[src/rtl/uart_cmd_slv.sv]
// uart_cmd_slv - DSO-side end of the host UART command link (8N1, LSB first,
// idle high). Three received bytes form a 24-bit command that is handed to the
// command processor with a ready/clear handshake. Single response bytes (ack,
// nak, read data) are serialised back to the host. RX and TX run independently.
//
// Ports
//   clk          system clock
//   rst          asynchronous active-high reset
//   RX           serial in from host (asynchronous, synchronised here)
//   TX           serial out to host
//   cmd          assembled command: byte0 [23:16], byte1 [15:8], byte2 [7:0]
//   cmd_rdy      full command valid, held until cleared
//   clr_cmd_rdy  consumer clears cmd_rdy
//   resp         response byte
//   send_resp    request to transmit resp
//   tx_busy      transmitter active
//   resp_sent    1-cycle pulse when the stop bit of resp completes
//   err          1-cycle pulse on framing error, inter-byte timeout or overrun
module uart_cmd_slv #(
  parameter int BAUD_DIV = 434,
  parameter int TMO_BITS = 20
) (
  input  logic        clk,
  input  logic        rst,
  input  logic        RX,
  output logic        TX,
  output logic [23:0] cmd,
  output logic        cmd_rdy,
  input  logic        clr_cmd_rdy,
  input  logic [7:0]  resp,
  input  logic        send_resp,
  output logic        tx_busy,
  output logic        resp_sent,
  output logic        err
);

  localparam int BW = $clog2(BAUD_DIV + 1);
  localparam int TW = $clog2(TMO_BITS * BAUD_DIV + 1);

  localparam logic [BW-1:0] BAUD_LAST = BW'(BAUD_DIV - 1);
  localparam logic [BW-1:0] HALF_LAST = BW'(BAUD_DIV / 2 - 1);
  localparam logic [TW-1:0] TMO_LAST  = TW'(TMO_BITS * BAUD_DIV - 1);

  localparam logic [1:0] S_IDLE  = 2'd0;
  localparam logic [1:0] S_START = 2'd1;
  localparam logic [1:0] S_DATA  = 2'd2;
  localparam logic [1:0] S_STOP  = 2'd3;

  // ---------------------------------------------------------------- RX path
  logic          rx_s1, rx_s2, rx_prev;
  logic          rx_arm;
  logic [1:0]    rx_state;
  logic [BW-1:0] rx_cnt;
  logic [2:0]    rx_bit;
  logic [7:0]    rx_sh;
  logic [7:0]    byte0, byte1;
  logic [1:0]    idx;
  logic [TW-1:0] tmo;

  always_ff @(posedge clk or posedge rst) begin
    if (rst) begin
      rx_s1    <= 1'b1;
      rx_s2    <= 1'b1;
      rx_prev  <= 1'b1;
      rx_arm   <= 1'b1;
      rx_state <= S_IDLE;
      rx_cnt   <= '0;
      rx_bit   <= '0;
      rx_sh    <= '0;
      byte0    <= '0;
      byte1    <= '0;
      idx      <= '0;
      tmo      <= '0;
      cmd      <= '0;
      cmd_rdy  <= 1'b0;
      err      <= 1'b0;
    end else begin
      rx_s1   <= RX;
      rx_s2   <= rx_s1;
      rx_prev <= rx_s2;
      err     <= 1'b0;

      if (clr_cmd_rdy)
        cmd_rdy <= 1'b0;

      if (rx_state != S_IDLE)
        tmo <= '0;

      case (rx_state)
        S_IDLE: begin
          rx_cnt <= '0;
          rx_bit <= '0;
          // After a framing error the line must be seen high before a new
          // falling edge is trusted as a start bit.
          if (!rx_arm) begin
            if (rx_s2)
              rx_arm <= 1'b1;
          end else if (rx_prev && !rx_s2) begin
            rx_state <= S_START;
          end

          if (idx == 2'd0) begin
            tmo <= '0;
          end else if (tmo == TMO_LAST) begin
            idx <= 2'd0;
            tmo <= '0;
            err <= 1'b1;
          end else begin
            tmo <= tmo + TW'(1);
          end
        end

        S_START: begin
          if (rx_cnt == HALF_LAST) begin
            rx_cnt   <= '0;
            // Line back high at mid-start: treat as a glitch, silently.
            rx_state <= rx_s2 ? S_IDLE : S_DATA;
          end else begin
            rx_cnt <= rx_cnt + BW'(1);
          end
        end

        S_DATA: begin
          if (rx_cnt == BAUD_LAST) begin
            rx_cnt <= '0;
            rx_sh  <= {rx_s2, rx_sh[7:1]};
            rx_bit <= rx_bit + 3'd1;
            if (rx_bit == 3'd7)
              rx_state <= S_STOP;
          end else begin
            rx_cnt <= rx_cnt + BW'(1);
          end
        end

        S_STOP: begin
          if (rx_cnt == BAUD_LAST) begin
            rx_cnt   <= '0;
            rx_state <= S_IDLE;
            if (!rx_s2) begin
              err    <= 1'b1;
              idx    <= 2'd0;
              rx_arm <= 1'b0;
            end else if (cmd_rdy) begin
              // Overrun: previous command not yet consumed; byte dropped.
              err <= 1'b1;
            end else begin
              case (idx)
                2'd0: begin
                  byte0 <= rx_sh;
                  idx   <= 2'd1;
                end
                2'd1: begin
                  byte1 <= rx_sh;
                  idx   <= 2'd2;
                end
                default: begin
                  cmd     <= {byte0, byte1, rx_sh};
                  cmd_rdy <= 1'b1;
                  idx     <= 2'd0;
                end
              endcase
            end
          end else begin
            rx_cnt <= rx_cnt + BW'(1);
          end
        end

        default: rx_state <= S_IDLE;
      endcase
    end
  end

  // ---------------------------------------------------------------- TX path
  logic [1:0]    tx_state;
  logic [BW-1:0] tx_cnt;
  logic [2:0]    tx_bit;
  logic [7:0]    tx_sh;

  always_ff @(posedge clk or posedge rst) begin
    if (rst) begin
      TX        <= 1'b1;
      tx_busy   <= 1'b0;
      resp_sent <= 1'b0;
      tx_state  <= S_IDLE;
      tx_cnt    <= '0;
      tx_bit    <= '0;
      tx_sh     <= '0;
    end else begin
      resp_sent <= 1'b0;

      case (tx_state)
        S_IDLE: begin
          if (send_resp) begin
            tx_sh    <= resp;
            TX       <= 1'b0;
            tx_busy  <= 1'b1;
            tx_cnt   <= '0;
            tx_state <= S_START;
          end
        end

        S_START: begin
          if (tx_cnt == BAUD_LAST) begin
            tx_cnt   <= '0;
            tx_bit   <= '0;
            TX       <= tx_sh[0];
            tx_state <= S_DATA;
          end else begin
            tx_cnt <= tx_cnt + BW'(1);
          end
        end

        S_DATA: begin
          if (tx_cnt == BAUD_LAST) begin
            tx_cnt <= '0;
            if (tx_bit == 3'd7) begin
              TX       <= 1'b1;
              tx_state <= S_STOP;
            end else begin
              TX     <= tx_sh[tx_bit + 3'd1];
              tx_bit <= tx_bit + 3'd1;
            end
          end else begin
            tx_cnt <= tx_cnt + BW'(1);
          end
        end

        S_STOP: begin
          if (tx_cnt == BAUD_LAST) begin
            tx_cnt    <= '0;
            resp_sent <= 1'b1;
            // A request arriving on the last stop cycle chains straight into
            // the next start bit without an idle gap.
            if (send_resp) begin
              tx_sh    <= resp;
              TX       <= 1'b0;
              tx_state <= S_START;
            end else begin
              tx_busy  <= 1'b0;
              tx_state <= S_IDLE;
            end
          end else begin
            tx_cnt <= tx_cnt + BW'(1);
          end
        end

        default: tx_state <= S_IDLE;
      endcase
    end
  end

endmodule

[config.mk]
export PLATFORM = sky130hd
export DESIGN_NAME = uart_cmd_slv
export DESIGN_NICKNAME = d
export VERILOG_FILES = /design/src/rtl/uart_cmd_slv.sv
export SDC_FILE = /design/constraint.sdc
export NUM_CORES = 1
export LEC_CHECK = 0
export CAP_MARGIN = 5
export CORE_ASPECT_RATIO = 1.1
export CORE_MARGIN = 8
export CORE_UTILIZATION = 40
export CTS_CLUSTER_SIZE = 16
export DETAILED_ROUTE_END_ITERATION = 10
export PLACE_DENSITY = 0.68
export SLEW_MARGIN = 20
export SYNTH_ARGS = -nofsm -noshare
export SYNTH_HDL_FRONTEND = slang
export SYNTH_SLANG_ARGS = --single-unit
[constraint.sdc]
create_clock -name clk -period 4.35 [get_ports clk]
set_input_delay 0.6525 -clock clk [delete_from_list [all_inputs] [get_ports clk]]
set_output_delay 0.6525 -clock clk [all_outputs]
set_load 0.1 [all_outputs]
Word-level counts from Yosys, hierarchy flattened
Index checks and enable logic that the tools add are counted.

word-level totals
  input bits = 13
  register bits after elaboration = 109
  logic and storage cells = 159
  output and inout bits = 29

operators by class
  add/sub/neg operators = 5
  multiplexer cells = 72
  bitwise logic cells = 2
  reductions and logical operators = 27
  order comparisons = 1
  equality and inequality tests = 30

operators with widths
  kind                                                 number
  2-to-1 mux 14 bit                                    4
  2-to-1 mux 9 bit                                     4
  2-to-1 mux 2 bit                                     17
  != test 2 bit, second input constant                 16
  2-to-1 mux 1 bit                                     27
  one-hot mux 9 bit (3 select lines)                   1
  AND reduction 5 bit                                  5
  adder 9 x 1 -> 9 bit, second input constant          2
  equality test 9 bit, second input constant           2
  one-hot mux 9 bit (2 select lines)                   1
  2-to-1 mux 8 bit                                     2
  one-hot mux 2 bit (4 select lines)                   2
  one-hot mux 8 bit (2 select lines)                   1
  adder 14 x 1 -> 14 bit, second input constant        1
  equality test 14 bit, second input constant          1
  2-to-1 mux 3 bit                                     4
  one-hot mux 3 bit (2 select lines)                   2
  nonzero test 2 bit                                   6
  equality test 9 x 8 -> 1 bit, second input constant  1
  equality test 2 bit, second input constant           4
  one-hot mux 2 bit (2 select lines)                   2
  AND reduction 4 bit                                  2
  adder 3 x 1 -> 3 bit, second input constant          2
  equality test 2 x 1 -> 1 bit, second input constant  3
  15 further kinds                                     25

Depth between registers and ports, before layout
Gate-level depths: netlist (run 1).

  depth after elaboration = 7
  gate-level depth with buffers = 10
  depth with buffers taken out = 7

Least setup slack after synthesis (run 1)
Ideal clock, no wire load.

  kind = register -> register
  start point = register rx_cnt[1]
  end point = register cmd[0]
  period minus slack after synthesis = 2.321 ns
  arrival = 2.195 ns
  setup time = 0.126 ns
  setup slack = 2.029 ns
  cell stages (with the launch flop) = 11
  data required time = 4.224 ns
  buffers on the path = 3
  path through = dfrtp_1 > inv_1 > ha_1 > or4b_1 > or2_1 > buf_6 > nor2_4 > and4_1 > buf_6 > buf_12 > mux2_4

between the ends
  longest elaborated chain between the ends = 2

RTL lines
  what                                  line  RTL
  start, declared                       53    logic [BW-1:0] rx_cnt;
  start signal, assigned                119   rx_cnt <= rx_cnt + BW'(1);
  start signal, assigned                131   rx_cnt <= rx_cnt + BW'(1);
  start signal, assigned                164   rx_cnt <= rx_cnt + BW'(1);
  equality test 9 bit                   136   if (rx_cnt == BAUD_LAST) begin
  AND reduction 5 bit (no source line)  -
  end signal, assigned                  157   cmd <= {byte0, byte1, rx_sh};
  end, declared                         27    output logic [23:0] cmd,

No other way between the ends.
A chain may end at the register's enable or synchronous reset.

Worst setup path in the final report (run 1)
  start point = register cmd_rdy
  end point = output cmd_rdy

RTL lines
  what                    line  RTL
  start, declared         28    output logic cmd_rdy,
  start signal, assigned  75    cmd_rdy <= 1'b0;
  start signal, assigned  84    cmd_rdy <= 1'b0;
  start signal, assigned  158   cmd_rdy <= 1'b1;

No word-level cell between the ends.

==> results of run 1 <==
## state kept, by name (all words and copies together) (netlist names), 3 cells and up
signal,count
rx_cnt,9
cmd,24
byte0,8
tx_cnt,9
tx_bit,3
byte1,8
rx_sh,8
tmo,14
rx_bit,3
tx_sh,8
## area by class of cell
cell class / count / area [sq um] / share of cell area [%]
clock buffer: 9 / 225 / 3.85
clock inverter: 7 / 85.1 / 1.46
inverter: 14 / 55.1 / 0.942
multi-input combinational: 265 / 2120 / 36.3
sequential: 109 / 2730 / 46.8
tap: 154 / 193 / 3.30
timing repair buffer: 44 / 433 / 7.41
## stage by stage
stage	util, %	power, mW	area (sq um)
2_1_floorplan	-	1.70	4990
3_3_place_gp	45.8	1.82	5540
3_5_place_dp	45.8	1.85	5540
4_1_cts	48.4	2.69	5850
5_1_grt	48.4	2.81	5850
6_report	48.4	2.65	5850
## worst max path at each step
stage	slack, ps	cells after the start	to
final	1610	1	cmd_rdy
after global routing	1460	8	cmd[10]$_DFFE_PP0P_
after CTS	1580	1	cmd_rdy
after detailed placement	1630	8	cmd[6]$_DFFE_PP0P_
after global placement	1780	8	cmd[10]$_DFFE_PP0P_
after floorplan	830	1	byte0[0]$_DFFE_PP0P_
## logic make-up (layout without fill, tap and decap cells)
family                   after synthesis  count (layout)  share of synthesized area (%)
flip-flops                           109             109                           54.8
adder cells (fa/ha/maj)               19              19                           4.77
AND/OR/NAND/NOR                      120             120                           12.1
XOR/XNOR                              26              26                           4.57
AO/OA/AOI/OAI                         38              38                           5.22
multiplexers                          62              62                           15.9
buffers and inverters                 22              74                           2.66
## cell usage in the layout (no fill, tap or decap), types with 4 or more instances in the layout
master and count:
xnor2_1 8, nand2_1 23, clkdlybuf4s50_1 41, ha_1 19
nand3_1 12, o21ai_0 8, mux2_4 19, a22o_1 7
nor2b_1 5, dfrtp_1 104, xor2_1 18, nor2_1 44
mux2_2 40, nor3_1 4, and3_1 7, a21oi_1 8
clkbuf_16 9, inv_1 13, nand4_1 7, dfstp_2 5
## power by group
| part | internal [mW] | total [mW] | switching, mW |
|---|---|---|---|
| sequential | 1.12 | 1.20 | 0.0805 |
| combinational | 0.247 | 0.629 | 0.382 |
| clock | 0.412 | 0.825 | 0.413 |
| total | 1.78 | 2.65 | 0.875 |
## per-layer routing
layer | up-vias | wire length [um] | share of wire [%]
met3 | 10 | 301 | 3.4
li1 | 1478 | - | -
met1 | 1524 | 4080 | 46
met2 | 59 | 4370 | 49
met5 | - | 0 | 0
met4 | 0 | 176 | 2.0
## worst register-to-register path: stages, from the launching register on
cell and delay (ps):
dfrtp_1 400, inv_1 90, ha_1 140, or4b_1 480, or2_1 360, nor2_4 120
and4_1 230, buf_4 380, mux2_2 400
==> flow_metrics.tcl, run 1 <==
set metrics [dict create \
    drive_gt1_share_pct 20.5 \
    io_pins 42 \
    critPathMaxStageDelay_ps 1220 \
    grt_pass1_wl_um 15300 \
    grt_max_degree 74 \
    crit_family "buffers and inverters" \
    cts_resized 0 \
    core.rowCount 42 \
    fin_crit_sh_pct 63.0 \
    leakage_nw 2.69 \
    cellPowerDensity_nw_per_um2 454 \
    critical_path_arrival_ps 2090 \
    fillers 1106 \
    fin_cells 602 \
    clock_path_buffers 2 \
    numCtsBuffers 9 \
    avgSynthCellArea_sq_um 12.6 \
    worstPathRequired_ps 3700 \
    rsz0062_at_grt "false" \
    maxSlewViolCount 0 \
    ys.flop_type "dfrtp_1" \
    min_to "rx_s2$_DFF_PP1_" \
    synthCells 396 \
    post-place-cells 586 \
    post_cts_buffers 0 \
    synth.top_cells.by_count "dfrtp_1, nor2_1, mux2_2" \
    die_y_um 133 \
    drt_wl_total_um 8930 \
    yosys_warnings 0 \
    async_reset_ff_share_pct 100 \
    coreArea_sq_um 12100 \
    r2r_slack_ps 1620 \
    syn_to_final_growth_pct 17.2 \
    hold_path_class "reg2reg" \
    critical_path_buf_inv_count 1 \
    start_util_pct 41.3 \
    critical_path.slowest_cell "clkdlybuf4s50_1" \
    cts_root_buffer "clkbuf_16" \
    hpwl_um 6350 \
    status "finished, final reports clean" \
    timing.rr.end "cmd[6]$_DFFE_PP0P_" \
    seq_area_frac_synth_pct 54.8 \
    worst_hold_slack_ps 358 \
    h-tree-depth 3 \
    grt_pass1_vias 3201 \
    wl_per_cell_um 14.8 \
    critPathCaptureType "output pin" \
    start_kind "flop" \
    gp_congestion 0.806 \
    synth_enable_flop_cells 0 \
    grt_antenna_before_repair 0 \
    clk_latency_ps 350 \
    cts.sinks 109 \
    cts_tree "built" \
    yosysUniqueCellTypes 49 \
    clkTransAtPathRegs_ps 70 \
    setup_ws_ps 1610 \
    ant_nets 0 \
    dieArea_sq_um 16300 \
    grt-busiest-layer "met2" \
    reg2reg_depth 8 \
    fin_tns_setup_ps 0 \
    diodes 0 \
    grt-ovfl-total 0 \
    synth_largest_area_cell "dfrtp_1" \
    num_vias 3071 \
    fmax_mhz 365 \
    dr.first_iter.drc_count 184 \
    synth.area.top_cells "dfrtp_1, mux2_2, mux2_4" \
    timing.rr.start "rx_cnt[1]$_DFF_PP0_" \
    synth_most_common_cell "dfrtp_1" \
    drcViolationCount 0 \
    grt_use_met3_pct 2.37 \
    hold_path.startpoint "rx_s1$_DFF_PP1_" \
    path_class "reg2out" \
    via_per_inst 5.10 \
    synth_nets 428 \
    path_cells "clkdlybuf4s50_1" \
    synth_seq_cells 109 \
    vdd_ir_drop_max_uv 377 \
    holdBufCountCts 0 \
    io_buffers 41 \
    grt_use_met2_pct 19.2 \
    dieWidth_um 122 \
    finalNetCount 475 \
    worst_pin_slew_ps 996 \
    dpl_worst_slack_ps 1630 \
    finalSetupViolCount 0 \
    max_slew_margin_pct 33.4 \
    yosysTopAreaCellShare_pct 52.2 \
    netlist_area_sq_um 4990 \
    whs_path_depth 0 \
    fin_worst_skew_ps 15.6 \
    drt-pass1-iter-count 6 \
    max_cap_viol_count 0 \
    track_usage_pct 11.7 \
    path_max_fanout 6 \
    use_met1_pct 14.4 \
    setup.worst_path.start "cmd_rdy$_DFF_PP0_" \
    hold_violations 0 \
    fin_crit_ps 2740 \
]
(Power assumes the default switching activity.)
==> inputs of run 2 (changes only) <==
--- a/config.mk
+++ b/config.mk
@@ -11,7 +11,7 @@
 export CORE_UTILIZATION = 40
 export CTS_CLUSTER_SIZE = 16
 export DETAILED_ROUTE_END_ITERATION = 10
-export PLACE_DENSITY = 0.68
+export PLACE_DENSITY = 0.7
 export SLEW_MARGIN = 20
 export SYNTH_ARGS = -nofsm -noshare
 export SYNTH_HDL_FRONTEND = slang
==> constraint.sdc (replaced) <==
create_clock -name clk -period 2.4 [get_ports clk]
set_input_delay 0.36 -clock clk [delete_from_list [all_inputs] [get_ports clk]]
set_output_delay 0.36 -clock clk [all_outputs]
set_load 0.1 [all_outputs]
==> run 2 against run 1 <==
Cell area rose by 0.75%. Largest power group unchanged. Global-route usage rose by 0.28 points. Register-to-register slack got worse by 1500 ps. Clock power rose by 78%. Largest cell class unchanged. Via count fell by 0.55%. Critical endpoint is now cmd[22]$_DFFE_PP0P_. Die area did not move. Combinational power rose by 84%. Worst setup slack got worse by 1500 ps.
==> flow_metrics.tcl, run 2 (synthesis results as in run 1) <==
set metrics [dict create \
    clkTransAtPathRegs_ps 80 \
    fin_tns_setup_ps 0 \
    cts.sinks 109 \
    reg_top3 "cmd (24), tmo (14)" \
    path_cells "inv_1, ha_1, or4b_4, or2_4, nor2_4, and4_4, clkbuf_16, mux2_4" \
    drt_wl_total_um 9020 \
    via_per_inst 5.01 \
    fillers 1073 \
    dieArea_sq_um 16300 \
    maxSlewViolCount 0 \
    fin_worst_skew_ps 10.1 \
    timing.rr.start "rx_cnt[1]$_DFF_PP0_" \
    worst_pin_slew_ps 463 \
    critPathMaxStageDelay_ps 450 \
    critical_path_buf_inv_count 2 \
    max_cap_viol_count 0 \
    holdBufCountCts 0 \
    path_class "reg2reg" \
    grt_max_degree 57 \
    timing.rr.end "cmd[22]$_DFFE_PP0P_" \
    num_vias 3054 \
    crit_family "simple AND/OR/NAND/NOR gates" \
    setup_ws_ps 100 \
    clock_path_buffers 2 \
    reg2reg_depth 8 \
    final_cell_mix "dfrtp_1, nor2_1, mux2_2" \
    regMostFlops "cmd" \
    drt-pass1-iter-count 4 \
    dpl_worst_slack_ps 39.0 \
    path_max_fanout 12 \
    io_pins 42 \
    numCtsBuffers 9 \
    vdd_ir_drop_max_uv 349 \
    critical_path.slowest_cell "or4b_4" \
    hold_path_class "in2async" \
    core.rowCount 42 \
    drive_gt1_share_pct 29.0 \
    setup.worst_path.start "rx_cnt[1]$_DFF_PP0_" \
    fmax_mhz 435 \
    diodes 0 \
    mostFrequentLayoutCell "dfrtp_1" \
    crit_cells 8 \
    max_slew_margin_pct 68.9 \
    track_usage_pct 12.0 \
    endpoint "cmd[22]$_DFFE_PP0P_" \
    worstPathRequired_ps 2640 \
    grt_antenna_before_repair 0 \
    post_cts_buffers 0 \
    cellPowerDensity_nw_per_um2 816 \
    largest_register_ffs 24 \
    drcViolationCount 0 \
    io_buffers 41 \
    h-tree-depth 3 \
    fin_crit_sh_pct 95.8 \
    leakage_nw 2.80 \
    coreArea_sq_um 12100 \
    critPathCaptureType "flop" \
    fin_crit_ps 2300 \
    critical_path_arrival_ps 2540 \
    start_util_pct 41.3 \
    rsz0062_at_grt "false" \
    r2r_slack_ps 100 \
    grt_pass1_wl_um 15800 \
    hpwl_um 6410 \
    status "finished, final reports clean" \
    dieWidth_um 122 \
    finalNetCount 482 \
    start_kind "flop" \
    finalSetupViolCount 0 \
    clk_latency_ps 350 \
    ant_nets 0 \
    die_y_um 133 \
    cts_tree "built" \
    cts_root_buffer "clkbuf_16" \
    grt_pass1_vias 3237 \
    grt-ovfl-total 0 \
    syn_to_final_growth_pct 18.1 \
    dr.first_iter.drc_count 198 \
    hold_violations 0 \
    gp_congestion 0.780 \
    wl_per_cell_um 14.8 \
]
run 2: cell count changes in the layout (fill, tap and decap cells not counted), sizes merged:
cell and delta:
clkinv +2, inv -3, buf +35, clkinvlp +1
clkdlybuf4s50 -29, clkbuf +1
run 2: metal layers:
metal | up-vias | GRT usage (%) | share of wire (%)
met5 | - | 0 | 0
met4 | 0 | 5.08 | 1.9
met3 | 12 | 2.96 | 3.8
met2 | 51 | 19.1 | 49
met1 | 1509 | 15.1 | 45
li1 | 1482 | - | -
run 2: where the power goes:
group | internal [mW] | total [mW] | switching [mW]
registers | 2.02 | 2.17 | 0.149
clock network | 0.738 | 1.47 | 0.734
logic | 0.471 | 1.16 | 0.687
run 2: what timing repair did:
| item | in CTS | in global routing |
|---|---|---|
| setup endpoints to repair | 0 | 29 |
| endpoints found under the hold margin | 0 | 0 |
| gates resized for setup | 0 | 5 |
run 2: area by class of cell:
type | count | area (sq um) | area share [%]
Sequential cell | 109 | 2730 | 46.4
Clock buffer | 9 | 225 | 3.82
Timing Repair Buffer | 51 | 468 | 7.95
Multi-Input combinational cell | 265 | 2130 | 36.2
Inverter | 14 | 56.3 | 0.956
Clock inverter | 7 | 82.6 | 1.40
Tap cell | 154 | 193 | 3.27
run 2: worst reg2reg max path, stage by stage (launching register included):
cell and delay (ps):
dfrtp_1 400, inv_1 80, ha_1 130, or4b_4 450
or2_4 260, nor2_4 80, and4_4 290, clkbuf_16 200
mux2_4 310
run 2: worst min-delay path by stage:
| stage | startpoint | end | slack, ps | cells after the start |
|---|---|---|---|---|
| after floorplan | rx_s1$_DFF_PP1_ | rx_s2$_DFF_PP1_ | 350 | 0 |
| after global placement | rx_s1$_DFF_PP1_ | rx_s2$_DFF_PP1_ | 350 | 0 |
| after detailed placement | rx_s1$_DFF_PP1_ | rx_s2$_DFF_PP1_ | 350 | 0 |
| after CTS | rst | rx_cnt[1]$_DFF_PP0_ | 350 | 2 |
| after global routing | rx_s1$_DFF_PP1_ | rx_s2$_DFF_PP1_ | 350 | 0 |
| final | rst | rx_cnt[1]$_DFF_PP0_ | 350 | 2 |
run 2: stage by stage:
stage                     cell area [sq um]  util [%]  hold slack, ps  cells  power (mW)
after floorplan                        4990         -             345    396        3.08
after global placement                 5550      45.9             348    592        3.31
after detailed placement               5550      45.9             348    592        3.37
after CTS                              5850      48.4             347    608        4.86
after global routing                   5890      48.7             353    609        5.11
final                                  5890      48.7             347    609        4.80
